### src/rtl/lenet_pkg.sv
// Shared constants for the LeNet frame scheduler: FSM encodings, layer indices, layer count.
// Latency: n/a (declarations only).
// Backpressure: n/a.
package lenet_pkg;

    localparam int NUM_LAYERS = 5;
    localparam int IDX_W      = 3;

    // One-hot FSM encodings, kept as plain constants so older tools can read them
    localparam logic [4:0] ST_IDLE  = 5'b00001;
    localparam logic [4:0] ST_START = 5'b00010;
    localparam logic [4:0] ST_WAIT  = 5'b00100;
    localparam logic [4:0] ST_DONE  = 5'b01000;
    localparam logic [4:0] ST_ERR   = 5'b10000;

    // Execution order of the layer controllers
    localparam logic [IDX_W-1:0] L_CONV1 = 3'd0;
    localparam logic [IDX_W-1:0] L_POOL1 = 3'd1;
    localparam logic [IDX_W-1:0] L_CONV2 = 3'd2;
    localparam logic [IDX_W-1:0] L_POOL2 = 3'd3;
    localparam logic [IDX_W-1:0] L_FC    = 3'd4;

endpackage

### src/rtl/lenet_layer_seq_if.sv
// Bundle between the frame scheduler and its environment (host + layer controllers).
// Latency: n/a (wires only).
// Backpressure: none; all signals are single-cycle pulses or levels.
interface lenet_layer_seq_if
    import lenet_pkg::*;
#(
    parameter int NUM_LAYERS = lenet_pkg::NUM_LAYERS,
    parameter int CYC_W      = 20
);

    logic                  frame_start;
    logic                  abort;
    logic [NUM_LAYERS-1:0] layer_start;
    logic [NUM_LAYERS-1:0] layer_done;
    logic                  busy;
    logic [IDX_W-1:0]      cur_layer;
    logic                  frame_done;
    logic [CYC_W-1:0]      frame_cycles;
    logic                  err;
    logic [IDX_W-1:0]      err_layer;

    // Scheduler side
    modport master (
        input  frame_start, abort, layer_done,
        output layer_start, busy, cur_layer, frame_done, frame_cycles, err, err_layer
    );

    // Host / layer-controller side
    modport slave (
        output frame_start, abort, layer_done,
        input  layer_start, busy, cur_layer, frame_done, frame_cycles, err, err_layer
    );

endinterface

### src/rtl/lenet_watchdog.sv
// Per-layer watchdog: counts enabled cycles and flags when the count reaches TIMEOUT-1.
// Latency: expire_o follows the registered count combinationally.
// Backpressure: none; the count parks at TIMEOUT-1 instead of wrapping.
module lenet_watchdog #(
    parameter int TIMEOUT = 4096,
    parameter int TO_W    = 13
) (
    input  logic clk,
    input  logic rst_n,
    input  logic clr_i,
    input  logic en_i,
    output logic expire_o
);

    localparam logic [TO_W-1:0] LAST = TO_W'(TIMEOUT - 1);

    logic [TO_W-1:0] cnt_q;
    logic [TO_W-1:0] cnt_d;

    // Clear wins over count; hold at the expiry value so it never wraps back to quiet
    always_comb begin
        cnt_d = cnt_q;
        if (clr_i) begin
            cnt_d = '0;
        end else if (en_i && (cnt_q != LAST)) begin
            cnt_d = cnt_q + 1'b1;
        end
    end

    // Count register
    always_ff @(posedge clk or negedge rst_n) begin
        if (!rst_n) begin
            cnt_q <= '0;
        end else begin
            cnt_q <= cnt_d;
        end
    end

    assign expire_o = (cnt_q == LAST);

endmodule

### src/rtl/lenet_layer_seq.sv
// Frame scheduler: starts each layer controller in order, waits for its done, guards with a watchdog.
// Latency: next layer_start one cycle after a done is sampled; frame_done one cycle after the last done.
// Backpressure: none; frame_start outside IDLE is dropped, abort overrides everything.
module lenet_layer_seq
    import lenet_pkg::*;
#(
    parameter int NUM_LAYERS = lenet_pkg::NUM_LAYERS,
    parameter int TIMEOUT    = 4096,
    parameter int TO_W       = 13,
    parameter int CYC_W      = 20
) (
    input  logic              clk,
    input  logic              rst_n,
    lenet_layer_seq_if.master bus
);

    localparam logic [IDX_W-1:0] LAST_IDX = IDX_W'(NUM_LAYERS - 1);

    logic [4:0]            state_q, state_d;
    logic [IDX_W-1:0]      idx_q, idx_d;
    logic [CYC_W-1:0]      cnt_q, cnt_d, cnt_inc;
    logic [NUM_LAYERS-1:0] idx_oh;
    logic                  done_hit;
    logic                  expire;
    logic                  wd_clr;
    logic                  wd_en;

    logic [NUM_LAYERS-1:0] layer_start_q;
    logic                  busy_q;
    logic                  frame_done_q;
    logic [CYC_W-1:0]      frame_cycles_q;
    logic                  err_q;
    logic [IDX_W-1:0]      err_layer_q;

    // Only the active layer's done bit matters; all other bits are masked off
    assign idx_oh   = NUM_LAYERS'(1) << idx_q;
    assign done_hit = |(bus.layer_done & idx_oh);

    // Frame cycle counter sticks at all-ones rather than wrapping
    assign cnt_inc  = (&cnt_q) ? cnt_q : cnt_q + 1'b1;

    // Watchdog restarts with every layer start and on abort, counts only while waiting
    assign wd_clr   = (state_q == ST_START) || bus.abort;
    assign wd_en    = (state_q == ST_WAIT);

    lenet_watchdog #(
        .TIMEOUT (TIMEOUT),
        .TO_W    (TO_W)
    ) u_watchdog (
        .clk      (clk),
        .rst_n    (rst_n),
        .clr_i    (wd_clr),
        .en_i     (wd_en),
        .expire_o (expire)
    );

    // Next state, layer index and frame counter; abort overrides every transition
    always_comb begin
        state_d = state_q;
        idx_d   = idx_q;
        cnt_d   = cnt_q;
        if ((state_q == ST_START) || (state_q == ST_WAIT) || (state_q == ST_DONE)) begin
            cnt_d = cnt_inc;
        end
        if (bus.abort) begin
            state_d = ST_IDLE;
            idx_d   = '0;
        end else begin
            case (state_q)
                ST_IDLE: begin
                    if (bus.frame_start) begin
                        state_d = ST_START;
                        idx_d   = L_CONV1;
                        cnt_d   = '0;
                    end
                end
                ST_START, ST_WAIT: begin
                    // A done arriving together with expiry still counts as done
                    if (done_hit) begin
                        if (idx_q == LAST_IDX) begin
                            state_d = ST_DONE;
                        end else begin
                            state_d = ST_START;
                            idx_d   = idx_q + 1'b1;
                        end
                    end else if ((state_q == ST_WAIT) && expire) begin
                        state_d = ST_ERR;
                    end else begin
                        state_d = ST_WAIT;
                    end
                end
                ST_DONE: begin
                    state_d = ST_IDLE;
                    idx_d   = '0;
                end
                ST_ERR: begin
                    state_d = ST_ERR;
                end
                default: begin
                    state_d = ST_IDLE;
                    idx_d   = '0;
                end
            endcase
        end
    end

    // FSM, index and counter registers
    always_ff @(posedge clk or negedge rst_n) begin
        if (!rst_n) begin
            state_q <= ST_IDLE;
            idx_q   <= '0;
            cnt_q   <= '0;
        end else begin
            state_q <= state_d;
            idx_q   <= idx_d;
            cnt_q   <= cnt_d;
        end
    end

    // Output registers decoded from the next state so each output is valid in the state it belongs to
    always_ff @(posedge clk or negedge rst_n) begin
        if (!rst_n) begin
            layer_start_q <= '0;
            busy_q        <= 1'b0;
            frame_done_q  <= 1'b0;
        end else begin
            layer_start_q <= (state_d == ST_START) ? (NUM_LAYERS'(1) << idx_d) : '0;
            busy_q        <= (state_d == ST_START) || (state_d == ST_WAIT);
            frame_done_q  <= (state_d == ST_DONE);
        end
    end

    // Frame latency capture (DONE cycle included) and sticky watchdog error
    always_ff @(posedge clk or negedge rst_n) begin
        if (!rst_n) begin
            frame_cycles_q <= '0;
            err_q          <= 1'b0;
            err_layer_q    <= '0;
        end else begin
            if ((state_q == ST_DONE) && !bus.abort) begin
                frame_cycles_q <= cnt_inc;
            end
            if (bus.abort) begin
                err_q       <= 1'b0;
                err_layer_q <= '0;
            end else if ((state_q == ST_WAIT) && (state_d == ST_ERR)) begin
                err_q       <= 1'b1;
                err_layer_q <= idx_q;
            end
        end
    end

    assign bus.layer_start  = layer_start_q;
    assign bus.busy         = busy_q;
    assign bus.cur_layer    = idx_q;
    assign bus.frame_done   = frame_done_q;
    assign bus.frame_cycles = frame_cycles_q;
    assign bus.err          = err_q;
    assign bus.err_layer    = err_layer_q;

endmodule
### src/flat_wrapper.sv
// flat-port wrapper written by rule: the top's interface ports become plain ports
module lenet_layer_seq_flat import lenet_pkg::*;
#(
    parameter int NUM_LAYERS = lenet_pkg::NUM_LAYERS,
    parameter int TIMEOUT    = 4096,
    parameter int TO_W       = 13,
    parameter int CYC_W      = 20
)
  (clk, rst_n, bus_frame_start, bus_abort, bus_layer_done, bus_layer_start, bus_busy, bus_cur_layer, bus_frame_done, bus_frame_cycles, bus_err, bus_err_layer);
  lenet_layer_seq_if #(.NUM_LAYERS(NUM_LAYERS), .CYC_W(CYC_W)) bus_i ();
  input  logic clk;
  input  logic rst_n;
  input wire logic [$bits(bus_i.frame_start)-1:0] bus_frame_start;
  input wire logic [$bits(bus_i.abort)-1:0] bus_abort;
  input wire logic [$bits(bus_i.layer_done)-1:0] bus_layer_done;
  output wire logic [$bits(bus_i.layer_start)-1:0] bus_layer_start;
  output wire logic [$bits(bus_i.busy)-1:0] bus_busy;
  output wire logic [$bits(bus_i.cur_layer)-1:0] bus_cur_layer;
  output wire logic [$bits(bus_i.frame_done)-1:0] bus_frame_done;
  output wire logic [$bits(bus_i.frame_cycles)-1:0] bus_frame_cycles;
  output wire logic [$bits(bus_i.err)-1:0] bus_err;
  output wire logic [$bits(bus_i.err_layer)-1:0] bus_err_layer;
  assign bus_i.frame_start = bus_frame_start;
  assign bus_i.abort = bus_abort;
  assign bus_i.layer_done = bus_layer_done;
  assign bus_layer_start = bus_i.layer_start;
  assign bus_busy = bus_i.busy;
  assign bus_cur_layer = bus_i.cur_layer;
  assign bus_frame_done = bus_i.frame_done;
  assign bus_frame_cycles = bus_i.frame_cycles;
  assign bus_err = bus_i.err;
  assign bus_err_layer = bus_i.err_layer;
  lenet_layer_seq #(.NUM_LAYERS(NUM_LAYERS), .TIMEOUT(TIMEOUT), .TO_W(TO_W), .CYC_W(CYC_W)) u_core (.clk(clk), .rst_n(rst_n), .bus(bus_i));
endmodule
### config.mk
export PLATFORM = sky130hd
export DESIGN_NAME = lenet_layer_seq_flat
export DESIGN_NICKNAME = d
export VERILOG_FILES = /design/src/rtl/lenet_pkg.sv /design/src/rtl/lenet_layer_seq_if.sv /design/src/rtl/lenet_watchdog.sv /design/src/rtl/lenet_layer_seq.sv /design/src/flat_wrapper.sv
export SDC_FILE = /design/constraint.sdc
export NUM_CORES = 1
export LEC_CHECK = 0
export BUFFER_PORTS_ARGS = -buffer_cell sky130_fd_sc_hd__buf_2
export CAP_MARGIN = 0
export CORE_MARGIN = 4
export CORE_UTILIZATION = 40
export CTS_BUF_LIST = sky130_fd_sc_hd__clkbuf_4 sky130_fd_sc_hd__clkbuf_8
export DETAILED_ROUTE_END_ITERATION = 12
export GPL_TIMING_DRIVEN = 0
export PLACE_DENSITY_LB_ADDON = 0.1
export SLEW_MARGIN = 20
export SYNTH_ARGS = -nofsm -noshare
export SYNTH_HDL_FRONTEND = slang
export SYNTH_HIERARCHICAL = 1
export SYNTH_SLANG_ARGS = --single-unit
### constraint.sdc
create_clock -name clk -period 2.3 [get_ports clk]
set_input_delay 0 -clock clk [delete_from_list [all_inputs] [get_ports clk]]
set_output_delay 0 -clock clk [all_outputs]
set_load 0.05 [all_outputs]
==> metrics.yaml, run 1 <==
status: "finished clean"
cts_tree: "built"
routedWlPerCell_um: 15.8
final_core_util: 0.505
slew_viol_final: 0
drt_drc_violations_left: 0
worstHoldStart: "bus_layer_done[4]"
worstPathRequired_ns: 2.55
die_area_mm2: 0.0114
wirelength_mm: 9.70
antenna_cells_inserted: 0
timing.final.crit_share: 0.969
area_delta_synth_final_pct: 21.7
p_sw_uw: 702
clk_latency_ns: 0.34
final_cell_mix: "dfrtp_1, buf_2, nand2_1, o21ai_0, nor2_1"
p_clk_frac: 0.358
stdcell_area_mm2: 0.00473
antenna_found_initial: 0
detail-route-antenna-nets: 0
fmax_mhz: 449
dp.cells: 584
routed-via-count: 3342
crit_arrival_ns: 2.48
post_dp_cell_area_mm2: 0.00429
slew_headroom: 0.491
skew_ns: 0.00874
port_buffers: 42
netlist_instances: 412
grtUsageTotal: 0.174
setup_violations: 0
p_int_uw: 1840
rows: 35
drive_gt1_frac: 0.257
place.gp.congestion: 0.790
power_frac_comb: 0.126
root_buffer: "clkbuf_8"
rsz0062_at_grt: "true"
power_density_mw_per_mm2: 537
grt_overflow: 0
crit_fanout: 6
final_nets: 494
detailed_place_hpwl_mm: 6.61
leakagePower_uw: 0.00209
criticalPathCategory: "flop to flop"
layout.cells.non_filler: 612
initial_core_util: 0.415
hold_viol_final: 0
p_sw_frac: 0.276
cts_buffer_depth: 2
cts_max_level: 3
drv_cap: 0
drtPass1Iterations: 4
worst_setup_path_end_kind: "flop"
synth_nets: 428
async_flop_share: 1.00
layout_commonest_cell: "dfrtp_1"
drtIter0Drc: 188
syn_area_mm2: 0.00389
vias_per_cell: 5.46
total_power_uw: 2540
fp.dieW_um: 107
fp.dieH_um: 107
yosys_warnings: 6
grt_pass1_vias: 3261
synth_cell_types: 62
reg2reg_from: "u_core/bus.cur_layer[1]"
ys.flop_type: "dfrtp_1"
hold_path_class: "primary input to flop"
grt_first_pass_wirelength_mm: 16.0
fillCellCount: 942
worstSetupStartpointType: "flop"
peakVddDrop_v: 0.000287
num_io_pins: 43
clock-sinks: 72
dp_slack_ns: -0.198
min_period_ns: 2.23
setup_ws_ns: 0.0705
yosysSeqAreaShare: 0.463
cts-buffers-inserted: 9
ys_seq_elements: 72
synth_area_per_cell_um2: 9.44
cts.clk_slew.worst_paths_ns: 0.08
synth_edf_count: 0
grt_max_degree: 42
cp-startpoint: "u_core/bus.cur_layer[1]"
seqPwrFrac: 0.516
coreArea_mm2: 0.00937
worstMarginPinSlew_ns: 0.753
==> path summary, 6_finish.rpt <==
check / slack (ns) / cells after the start / to
max: 0.07 / 8 / u_core/bus.layer_start[1]
min: 0.02 / 3 / u_core/state_q[3]
max reg2reg: 0.07 / 8 / u_core/bus.layer_start[1]
min reg2reg: 0.47 / 2 / u_core/bus.frame_cycles[8]
max in group asynchronous: 1.58 / 3 / u_core/cnt_q[0]
min in group asynchronous: 0.14 / 2 / u_core/u_watchdog/cnt_q[11]
==> registers in the layout, summed over array words and instances (netlist names) <==
name                     count
u_core/bus.err_layer         3
u_core/cnt_q                20
u_core/bus.busy              1
u_core/bus.frame_done        1
u_core/bus.layer_start       5
u_core/bus.cur_layer         3
u_core/bus.err               1
u_core/u_watchdog/cnt_q     13
u_core/state_q               5
u_core/bus.frame_cycles     20
==> metal layers <==
layer,part of all wire,GRT usage,wire [µm],up-vias
li1,-,-,-,1644
met1,0.49,0.248,4800,1616
met3,0.044,0.0271,430,17
met4,0.021,0.0749,204,0
met5,0,0,0,-
met2,0.44,0.265,4270,65
==> synth_stat cells (all sizes together), types with 3 or more instances <==
cell type,instances,area (µm²)
dfrtp,71,1780
o21ai,40,204
nand2,38,143
nor2,29,111
xor2,21,184
inv,17,63.8
nor3,16,91.3
nand3,15,80.1
a21oi,14,70.1
buf,14,82.6
o211ai,13,97.6
nand4,12,81.3
clkbuf,10,38.8
and3,9,56.3
or3,9,56.3
ha,7,87.6
and4,6,57.6
nor4,6,37.5
o31ai,6,45.0
mux2i,5,50.1
xnor2,5,43.8
a211oi,4,35.0
nor4b,4,35.0
or4,4,33.8
a311oi,3,26.3
o21a,3,22.5
==> area by class of cell <==
| type | count | area [µm²] | area share |
|---|---|---|---|
| repair buffers | 55 | 333 | 0.0703 |
| clock buffers | 12 | 153 | 0.0322 |
| well taps | 129 | 161 | 0.0341 |
| clock inverters | 4 | 20.0 | 0.00423 |
| multi-input cells | 300 | 2070 | 0.437 |
| plain buffers | 23 | 123 | 0.0259 |
| inverters | 17 | 66.3 | 0.0140 |
| flip-flops and latches | 72 | 1810 | 0.382 |
==> kinds of logic after synthesis <==
family	share of synthesized area
simple gates	0.228
fa+ha+maj	0.0225
flops	0.463
buf+inv	0.0476
compound gates	0.167
mux	0.0129
xor+xnor	0.0585
==> worst max-delay path: stages, from the launching register on <==
cell	delay [ns]
dfrtp_2	0.39
buf_4	0.13
ha_1	0.15
ha_1	0.21
nand2_1	0.10
a22o_1	0.28
a32o_2	0.31
a22oi_2	0.31
nor4b_4	0.26
==> power by group through the flow <==
stage | registers, µW | clock network [µW] | logic [µW]
2_1_floorplan | 1350 | 0 | 151
3_3_place_gp | 1330 | 0 | 259
3_5_place_dp | 1330 | 0 | 269
4_1_cts | 1310 | 939 | 290
5_1_grt | 1310 | 990 | 355
6_report | 1310 | 910 | 321
==> repair_timing <==
item | in CTS | in global routing
buffers inserted | 1 | 7
hold endpoints to repair | 62 | 0
pin swaps | 1 | 2
setup endpoints to repair | 16 | 42
cloned | 0 | 1
resized for setup | 9 | 33
hold buffers | 4 | 0
==> stage by stage <==
| step | hold slack [ns] | TNS [ns] |
|---|---|---|
| after global placement | 0.294 | -0.922 |
| after global routing | 0.0494 | -0.0820 |
| after floorplan | -0.296 | 0 |
| after CTS | 0.0171 | 0 |
| final | 0.0250 | 0 |
| after detailed placement | -0.0236 | -1.16 |
(Power assumes the default switching activity.)
==> run 2, diff against run 1 <==
Settings changed: SYNTH_HIERARCHICAL 1 to unset.
Clock period 2.3 ns to 2.6 ns, I/O delays scaled along.
==> metrics.yaml, run 2 <==
crit_arrival_ns: 2.71
slew_headroom: 0.517
status: "finished clean"
final_core_util: 0.472
clk_latency_ns: 0.34
ys.flop_type: "dfrtp_1"
crit_fanout: 8
synth_cell_types: 69
slew_viol_final: 0
fillCellCount: 990
yosys_warnings: 0
rows: 36
grt_max_degree: 42
grt_pass1_vias: 3161
hold_viol_final: 0
layout_commonest_cell: "dfrtp_1"
final_cell_mix: "dfrtp_1, nand2_1, buf_2, nor2_1"
routedWlPerCell_um: 15.2
wirelength_mm: 9.30
criticalPathCategory: "flop to flop"
stdcell_area_mm2: 0.00462
skew_ns: 0.00821
postCtsResizedCells: 0
total_power_uw: 2300
drive_gt1_frac: 0.192
syn_area_mm2: 0.00402
cts.clk_slew.worst_paths_ns: 0.08
place.gp.congestion: 0.841
worst_setup_path_end_kind: "flop"
multi_input_area_mm2: 0.00205
ys_seq_elements: 72
num_io_pins: 43
rsz0062_at_grt: "false"
tns_ns: 0
grt_first_pass_wirelength_mm: 16.0
ys_top_cells_by_area: "dfrtp_1, nand2_1, xnor2_1"
drt_drc_violations_left: 0
yosysSeqAreaShare: 0.449
die_area_mm2: 0.0117
synth_edf_count: 0
final_nets: 490
synth_area_per_cell_um2: 9.58
area_delta_synth_final_pct: 15.0
cts-buffers-inserted: 9
async_flop_share: 1.00
antenna_found_initial: 0
synthTopCellsByCount: "dfrtp_1, nand2_1, nor2_1"
clock-sinks: 72
synth_top_area_cell: "dfrtp_1"
detail-route-antenna-nets: 0
worstMarginPinSlew_ns: 0.720
dp_slack_ns: 0.165
synth_nets: 435
drv_cap: 0
drtIter0Drc: 119
peakVddDrop_v: 0.000232
leakagePower_uw: 0.00205
synthMostInstantiatedCell: "dfrtp_1"
detailed_place_hpwl_mm: 6.83
cts_buffer_depth: 2
grtUsageTotal: 0.173
initial_core_util: 0.411
routed-via-count: 3312
worstSetupStartpointType: "flop"
post_dp_cell_area_mm2: 0.00441
netlist_instances: 419
power_density_mw_per_mm2: 498
synth_top_area_frac: 0.443
cts_max_level: 3
antenna_cells_inserted: 0
fp.dieH_um: 108
vias_per_cell: 5.41
timing.final.crit_share: 0.941
setup_violations: 0
cts_tree: "built"
fp.dieW_um: 108
port_buffers: 41
drtPass1Iterations: 4
root_buffer: "clkbuf_8"
hold_path_class: "primary input to flop"
coreArea_mm2: 0.00977
min_period_ns: 2.45
setup_ws_ns: 0.153
worstPathRequired_ns: 2.86
regArea_mm2: 0.00180
grt_overflow: 0
fmax_mhz: 409
## run 2: changes by cell type after synthesis, moves of 4 or more
cell,delta
buf_2,-5
o21ai_0,-19
xnor2_1,+12
xor2_1,-17
a211oi_1,+4
or3_1,-4
or4_1,+4
nand2_1,+14
nand3_1,+5
mux2i_1,+6
## run 2: per-layer routing
metal | routed length (µm) | part of all wire | vias up | track usage
met5 | 0 | 0 | - | 0
met1 | 4670 | 0.50 | 1619 | 0.259
met2 | 4190 | 0.45 | 53 | 0.257
met4 | 65 | 0.0070 | 0 | 0.0433
met3 | 364 | 0.039 | 5 | 0.0340
li1 | - | - | 1635 | -
## run 2: cell families (layout without fill, tap and decap cells)
group | Yosys count | count (layout) | synth area share
and+or+nand+nor | 181 | 181 | 0.246
AOI/OAI and AO/OA | 92 | 92 | 0.162
DFF | 72 | 72 | 0.449
buffers and inverters | 34 | 94 | 0.0408
xor gates and xnor gates | 22 | 22 | 0.0527
muxes | 11 | 11 | 0.0274
adders and majority gates | 7 | 7 | 0.0218
## run 2: what timing repair did
| item | 4_1_cts | 5_1_grt |
|---|---|---|
| setup endpoints to repair | 0 | 9 |
| hold endpoints to repair | 71 | 0 |
| setup buffers | 0 | 1 |
| hold buffers | 1 | 0 |
## run 2: critical path: stages (launching register included)
cell,delay (ns)
dfrtp_1,0.51
inv_1,0.16
ha_1,0.27
a222oi_1,0.25
buf_4,0.18
o211a_1,0.18
or3b_4,0.42
nor2_4,0.19
mux2i_1,0.21
## run 2: path summary, 6_finish.rpt
| path | from | end | slack, ns | cells after the start |
|---|---|---|---|---|
| setup / recovery | u_core.bus.cur_layer[0] | u_core.bus.err_layer[0] | 0.15 | 8 |
| hold / removal | bus_frame_start | u_core.state_q[0] | 0.02 | 3 |
| setup reg to reg | u_core.bus.cur_layer[0] | u_core.bus.err_layer[0] | 0.15 | 8 |
| hold reg to reg | u_core.bus.frame_cycles[18] | u_core.bus.frame_cycles[18] | 0.47 | 2 |
| max in group asynchronous | rst_n | u_core.state_q[0] | 1.85 | 3 |
| min in group asynchronous | rst_n | u_core.bus.layer_start[2] | 0.14 | 2 |
## run 2: layout make-up
type                       count  share of cell area
multi-input combinational    313               0.444
buffer                        21              0.0249
timing repair buffer          44              0.0531
clock inverter                 4             0.00975
tap                          133              0.0360
clock buffer                  12              0.0317
sequential                    72               0.390
inverter                      13              0.0106
## run 2: stage by stage
stage               std cells  hold WS (ns)
floorplan                 419        -0.296
finish                    612        0.0233
global placement          593         0.369
global route              612        0.0244
detailed placement        594       -0.0250
CTS                       611      0.000859
## run 2: report_power, final
part           switching (µW)  leakage (µW)  internal, µW
Clock                     410      0.000104           471
Combinational             176      0.000947          84.9
Sequential               15.7       0.00100          1140
Total                     601       0.00205          1700
